**config.mk**
```make
export PLATFORM = sky130hd
export DESIGN_NAME = onehot_scan_decoder
export DESIGN_NICKNAME = d
export VERILOG_FILES = /design/src/rtl/decoder_pkg.sv /design/src/rtl/onehot_scan_decoder_scan_prescaler.sv /design/src/rtl/onehot_scan_decoder.sv
export SDC_FILE = /design/constraint.sdc
export NUM_CORES = 1
export LEC_CHECK = 0
export CAP_MARGIN = 20
export CORE_MARGIN = 2
export CORE_UTILIZATION = 45
export CTS_CLUSTER_SIZE = 30
export DETAILED_ROUTE_END_ITERATION = 6
export PLACE_DENSITY = 0.78
export SLEW_MARGIN = 5
export SYNTH_ARGS = -nofsm -noshare
export SYNTH_HDL_FRONTEND = slang
export SYNTH_SLANG_ARGS = --single-unit
```
**constraint.sdc**
```tcl
create_clock -name clk -period 2.3 [get_ports clk]
set_input_delay 0.575 -clock clk [delete_from_list [all_inputs] [get_ports clk]]
set_output_delay 0.575 -clock clk [all_outputs]
set_load 0.02 [all_outputs]
```
**src/rtl/decoder_pkg.sv**
```systemverilog
// Shared definitions for select-line decoders:
// mode encodings, state enum and the one-hot helper.
package decoder_pkg;

  localparam logic MODE_DIRECT = 1'b0;
  localparam logic MODE_SCAN   = 1'b1;

  localparam int unsigned MAX_OUT_N = 256;

  typedef enum logic [1:0] {
    OFF  = 2'd0,
    HOLD = 2'd1,
    SCAN = 2'd2
  } state_t;

  // Callers truncate the result to their own output width.
  function automatic logic [MAX_OUT_N-1:0] onehot_decode(
    input int unsigned sel,
    input int unsigned n,
    input bit          msb_first
  );
    logic [MAX_OUT_N-1:0] r;
    int unsigned pos;
    r   = '0;
    pos = msb_first ? (n - 1 - sel) : sel;
    for (int unsigned i = 0; i < MAX_OUT_N; i++) begin
      r[i] = (i < n) && (i == pos);
    end
    return r;
  endfunction

endpackage

```
**src/rtl/onehot_scan_decoder_scan_prescaler.sv**
```systemverilog
// Scan prescaler: counts cycles while running and
// strobes an advance when the count reaches div.
import decoder_pkg::*;

module scan_prescaler #(
  parameter int DIV_W = 16
) (
  input  logic             clk,
  input  logic             rst_n,
  input  logic             run,
  input  logic             clear,
  input  logic [DIV_W-1:0] div,
  output logic             adv
);

  logic [DIV_W-1:0] cnt;

  assign adv = run && (cnt == div);

  // A count above div keeps going and wraps at DIV_W bits.
  always_ff @(posedge clk or negedge rst_n) begin
    if (!rst_n) begin
      cnt <= '0;
    end else if (clear || !run || adv) begin
      cnt <= '0;
    end else begin
      cnt <= cnt + 1'b1;
    end
  end

endmodule

```
**src/rtl/onehot_scan_decoder.sv**
```systemverilog
// Registered binary-to-one-hot select driver with
// direct-load and prescaled auto-scan modes.
import decoder_pkg::*;

module onehot_scan_decoder #(
  parameter int SEL_W     = 2,
  parameter int MSB_FIRST = 1,
  parameter int DIV_W     = 16
) (
  input  logic                clk,
  input  logic                rst_n,
  input  logic                en,
  input  logic                mode,
  input  logic                load_valid,
  input  logic [SEL_W-1:0]    load_idx,
  output logic                load_ready,
  input  logic [DIV_W-1:0]    div,
  input  logic [SEL_W-1:0]    scan_last,
  output logic [SEL_W-1:0]    idx,
  output logic [2**SEL_W-1:0] y,
  output logic                tick,
  output logic                wrap
);

  localparam int OUT_N = 2**SEL_W;

  state_t           st;
  logic             accept;
  logic             run;
  logic             adv;
  logic [SEL_W-1:0] idx_d;
  logic [OUT_N-1:0] y_d;
  logic             tick_d;
  logic             wrap_d;

  assign load_ready = en;
  assign accept     = load_valid && en;
  assign run        = (st == SCAN);

  scan_prescaler #(
    .DIV_W(DIV_W)
  ) u_prescaler (
    .clk  (clk),
    .rst_n(rst_n),
    .run  (run),
    .clear(accept),
    .div  (div),
    .adv  (adv)
  );

  always_comb begin
    st = OFF;
    unique case (1'b1)
      !en:                        st = OFF;
      en && mode == MODE_DIRECT:  st = HOLD;
      en && mode == MODE_SCAN:    st = SCAN;
      default:                    st = OFF;
    endcase
  end

  // A load always beats a coincident scan advance.
  always_comb begin
    idx_d  = idx;
    tick_d = 1'b0;
    wrap_d = 1'b0;
    unique case (st)
      HOLD: begin
        if (accept) idx_d = load_idx;
      end
      SCAN: begin
        if (accept) begin
          idx_d = load_idx;
        end else if (adv) begin
          tick_d = 1'b1;
          if (idx >= scan_last) begin
            idx_d  = '0;
            wrap_d = 1'b1;
          end else begin
            idx_d = idx + 1'b1;
          end
        end
      end
      default: ;
    endcase
    y_d = '0;
    if (en) begin
      y_d = OUT_N'(onehot_decode(32'(idx_d), OUT_N,
                                 MSB_FIRST != 0));
    end
  end

  always_ff @(posedge clk or negedge rst_n) begin
    if (!rst_n) begin
      idx  <= '0;
      y    <= '0;
      tick <= 1'b0;
      wrap <= 1'b0;
    end else begin
      idx  <= idx_d;
      y    <= y_d;
      tick <= tick_d;
      wrap <= wrap_d;
    end
  end

endmodule

```
==> out/metrics.csv, run 1 <==
metric,value,unit
run status,finished clean,
Area growth syn-to-layout,30.7,%
routed length on met2,1.55,mm
average cell area after synthesis,9.82,um^2
cells taking the most area after synthesis,"sky130_fd_sc_hd__dfrtp_1 (43%), sky130_fd_sc_hd__xnor2_1 (9.4%), sky130_fd_sc_hd__xor2_1 (6.2%)",
leftover overflow at the end of global routing,0,
Starting Density,0.467,
post-CTS resize count,0,
pin count of the biggest net entering global routing,25,
number of antenna diodes,0,
placer congestion estimate,0.822,
Peak Freq,0.455,GHz
final-report setup violation count,0,
wire length on met1,1.36,mm
category of the most critical setup path,input port to register,
highest routed layer,met4,
Worst Skew,0.00454,ns
count of cell types in the netlist,38,
worst min-delay path category,register to register,
biggest area consumer among synthesized cells,sky130_fd_sc_hd__dfrtp_1,
Port Buffer Count,33,
period utilization,0.955,
sum of met3 wire segment lengths after detailed routing,64,um
worst flop-to-flop path startpoint,idx[0],
"EDFF count, synth",0,
number of DRC violations after detailed-routing iteration 0,30,
detailed-route via count,1169,
hold-critical path depth,1,
normalized max-slew margin,0.758,
CP Capture Type,register,
final count of hold timing violations,0,
leakage power figure,0.755,nW
Slew @ Worst Pin,0.362,ns
DIE WIDTH,59.9,um
Worst R2R Path Depth,8,
Tot GR Track Use,0.186,
Pwr per Cell Area,465,nW/um^2
"Primary FF master, synth",sky130_fd_sc_hd__dfrtp_1,
top cell types by occurrence after synthesis,"sky130_fd_sc_hd__dfrtp_1 (24), sky130_fd_sc_hd__nor2_1 (19), sky130_fd_sc_hd__xnor2_1 (15)",
number of rows created at floorplan,20,
number of buffers created by CTS,3,
critical path peak fanout,2,
library cell with the highest instance count after synthesis,sky130_fd_sc_hd__dfrtp_1,
final count of pins violating max slew,0,
DRT Wirelength,3.05,mm
root buffer cell,sky130_fd_sc_hd__clkbuf_4,
hold path endpoint,u_prescaler.cnt[0],
area of the mapped netlist,1400,um^2
maximum clock path buffer count,2,
antenna violations before repair,0,
insertion delay of the later-clocked pin in the worst-skew pair,0.31,ns
Clock Sink Count,24,
sequential-to-total area share from yosys stat,0.428,
net count of the mapped netlist,171,
Post-Syn Instances,143,
worst IR drop on VDD,277,uV
Required @ worst endpoint,2.52,ns
routed via count divided by cell count,5.44,
clock-pin slew reported for the worst setup and hold paths after clock tree synthesis,0.12,ns
first-pass iteration count of the detailed router,4,
Pwr Total,0.853,mW
Antenna Violating Nets Remaining,0,
number of hold buffers added after CTS,0,
clock period minus final worst setup slack,2.20,ns
Ys Warns,0,
WP data arrival,2.41,ns
number of flip-flops and latches in the synthesized netlist,24,
fraction of post-synthesis cell area in the top cell type by area,0.428,
maximum capacitance violations,0,
post-CTS setup buffers,0,
floorplan die area,3580,um^2
Post-Route Setup TNS,0,ns
beginning of the worst hold path,u_prescaler.cnt[0],
Synth async-reset ratio,1.00,
die extent in y,59.9,um
Total Nets Final,212,
total DRC errors in the routed layout,0,
vias in the first global route,1211,
global-route wire length before repair,4.97,mm
kind of launch point of the worst setup path,input port,
half-perimeter wire length after detailed placement,2.39,mm
filler cell count in the final layout,259,
routed len/inst,14.2,um
Worst R2R End,y[1],
H-tree depth,1,
internal reg-to-reg setup slack,0.19,ns
I/O pin count,34,
RSZ-0062 raised after global routing,true,
core area,3000,um^2
share of cells above drive strength 1,0.110,
clock tree from TritonCTS,done,
-- final cells by class --
type	instances	area, um^2	area share
timing repair buffer	39	378	0.206
clock buffer	3	22.5	0.0123
tap	33	41.3	0.0225
sequential	24	601	0.327
inverter	5	18.8	0.0102
multi-input combinational	111	773	0.422
-- flip-flops by register name, summed over array words and instances, names as in the netlist --
name / cells
idx: 2
tick: 1
u_prescaler.cnt: 16
wrap: 1
y: 4
-- through the flow --
step	instance area, um^2	util	hold WS, ns	std cells	setup slack, ns
finish	1830	0.611	0.516	215	0.104
global route	1830	0.611	0.531	215	-0.00524
CTS	1830	0.608	0.521	215	0.00372
detailed placement	1800	0.601	0.503	212	-0.309
global placement	1800	0.601	0.494	212	-0.196
floorplan	1400	-	0.279	143	0.293
-- critical path, stage by stage --
cell and delay (ns):
sky130_fd_sc_hd__clkdlybuf4s50_1 0.41, sky130_fd_sc_hd__ha_1 0.29, sky130_fd_sc_hd__nand2b_1 0.17, sky130_fd_sc_hd__a211oi_2 0.27
sky130_fd_sc_hd__nand3_1 0.12, sky130_fd_sc_hd__mux2i_1 0.22, sky130_fd_sc_hd__and2_4 0.19, sky130_fd_sc_hd__and4bb_1 0.17
-- where the power goes --
part	switching, mW	total [mW]	internal, mW
clock network	0.122	0.183	0.0614
logic	0.103	0.218	0.115
registers	0.0138	0.451	0.438
total	0.239	0.853	0.614
-- placed cells by master (no fill, tap or decap), drive strengths merged, types with 2 or more instances in the layout --
| cell type | Yosys | layout |
|---|---|---|
| o2111ai | 2 | 2 |
| a2111oi | 2 | 2 |
| inv | 5 | 5 |
| clkbuf | 1 | 3 |
| a21oi | 5 | 5 |
| nand2b | 5 | 5 |
| xor2 | 10 | 10 |
| nor2 | 19 | 19 |
| buf | 2 | 6 |
| nand3 | 8 | 8 |
| ha | 3 | 3 |
| and3 | 5 | 5 |
| dfrtp | 24 | 24 |
| o21ai | 3 | 3 |
| clkdlybuf4s50 | 0 | 32 |
| nand2 | 8 | 8 |
| a211oi | 2 | 2 |
| nor2b | 7 | 7 |
| and2 | 3 | 3 |
| nand4 | 3 | 3 |
| xnor2 | 15 | 15 |
-- per-layer routing --
metal  vias up  global-route usage
met5         -                   0
met4         0               0.105
met3         7              0.0130
met2        20               0.328
met1       575               0.223
li1        567                   -
-- how the worst max path moves through the flow --
stage,startpoint,to,slack (ns),depth (start not counted)
global placement,scan_last[0],y[1],-0.20,8
CTS,en,load_ready,0.004,2
floorplan,idx[0],y[1],0.29,8
global route,div[8],y[1],-0.005,7
detailed placement,scan_last[0],y[1],-0.31,8
finish,scan_last[0],y[1],0.10,8
-- kinds of logic (layout without fill, tap and decap cells) --
family          after synthesis  after routing  synth area share
buf+inv                       8             47            0.0250
compound gates               18             18            0.0971
xor+xnor                     25             25             0.156
flops                        24             24             0.428
fa+ha+maj                     3              3            0.0267
mux                           1              1           0.00713
simple gates                 64             64             0.260
Power figures use the tool's default switching activity.
==> run 2: changes to the inputs <==
- CTS_CLUSTER_SIZE: 30 -> 25
==> results of run 2 <==
No change in the layout: final DEF, timing and power equal those of run 1.
==> run 3: changes to the inputs <==
- CAP_MARGIN: 20 -> not set
==> results of run 3 <==
No change in the layout: final DEF, timing and power equal those of run 1.
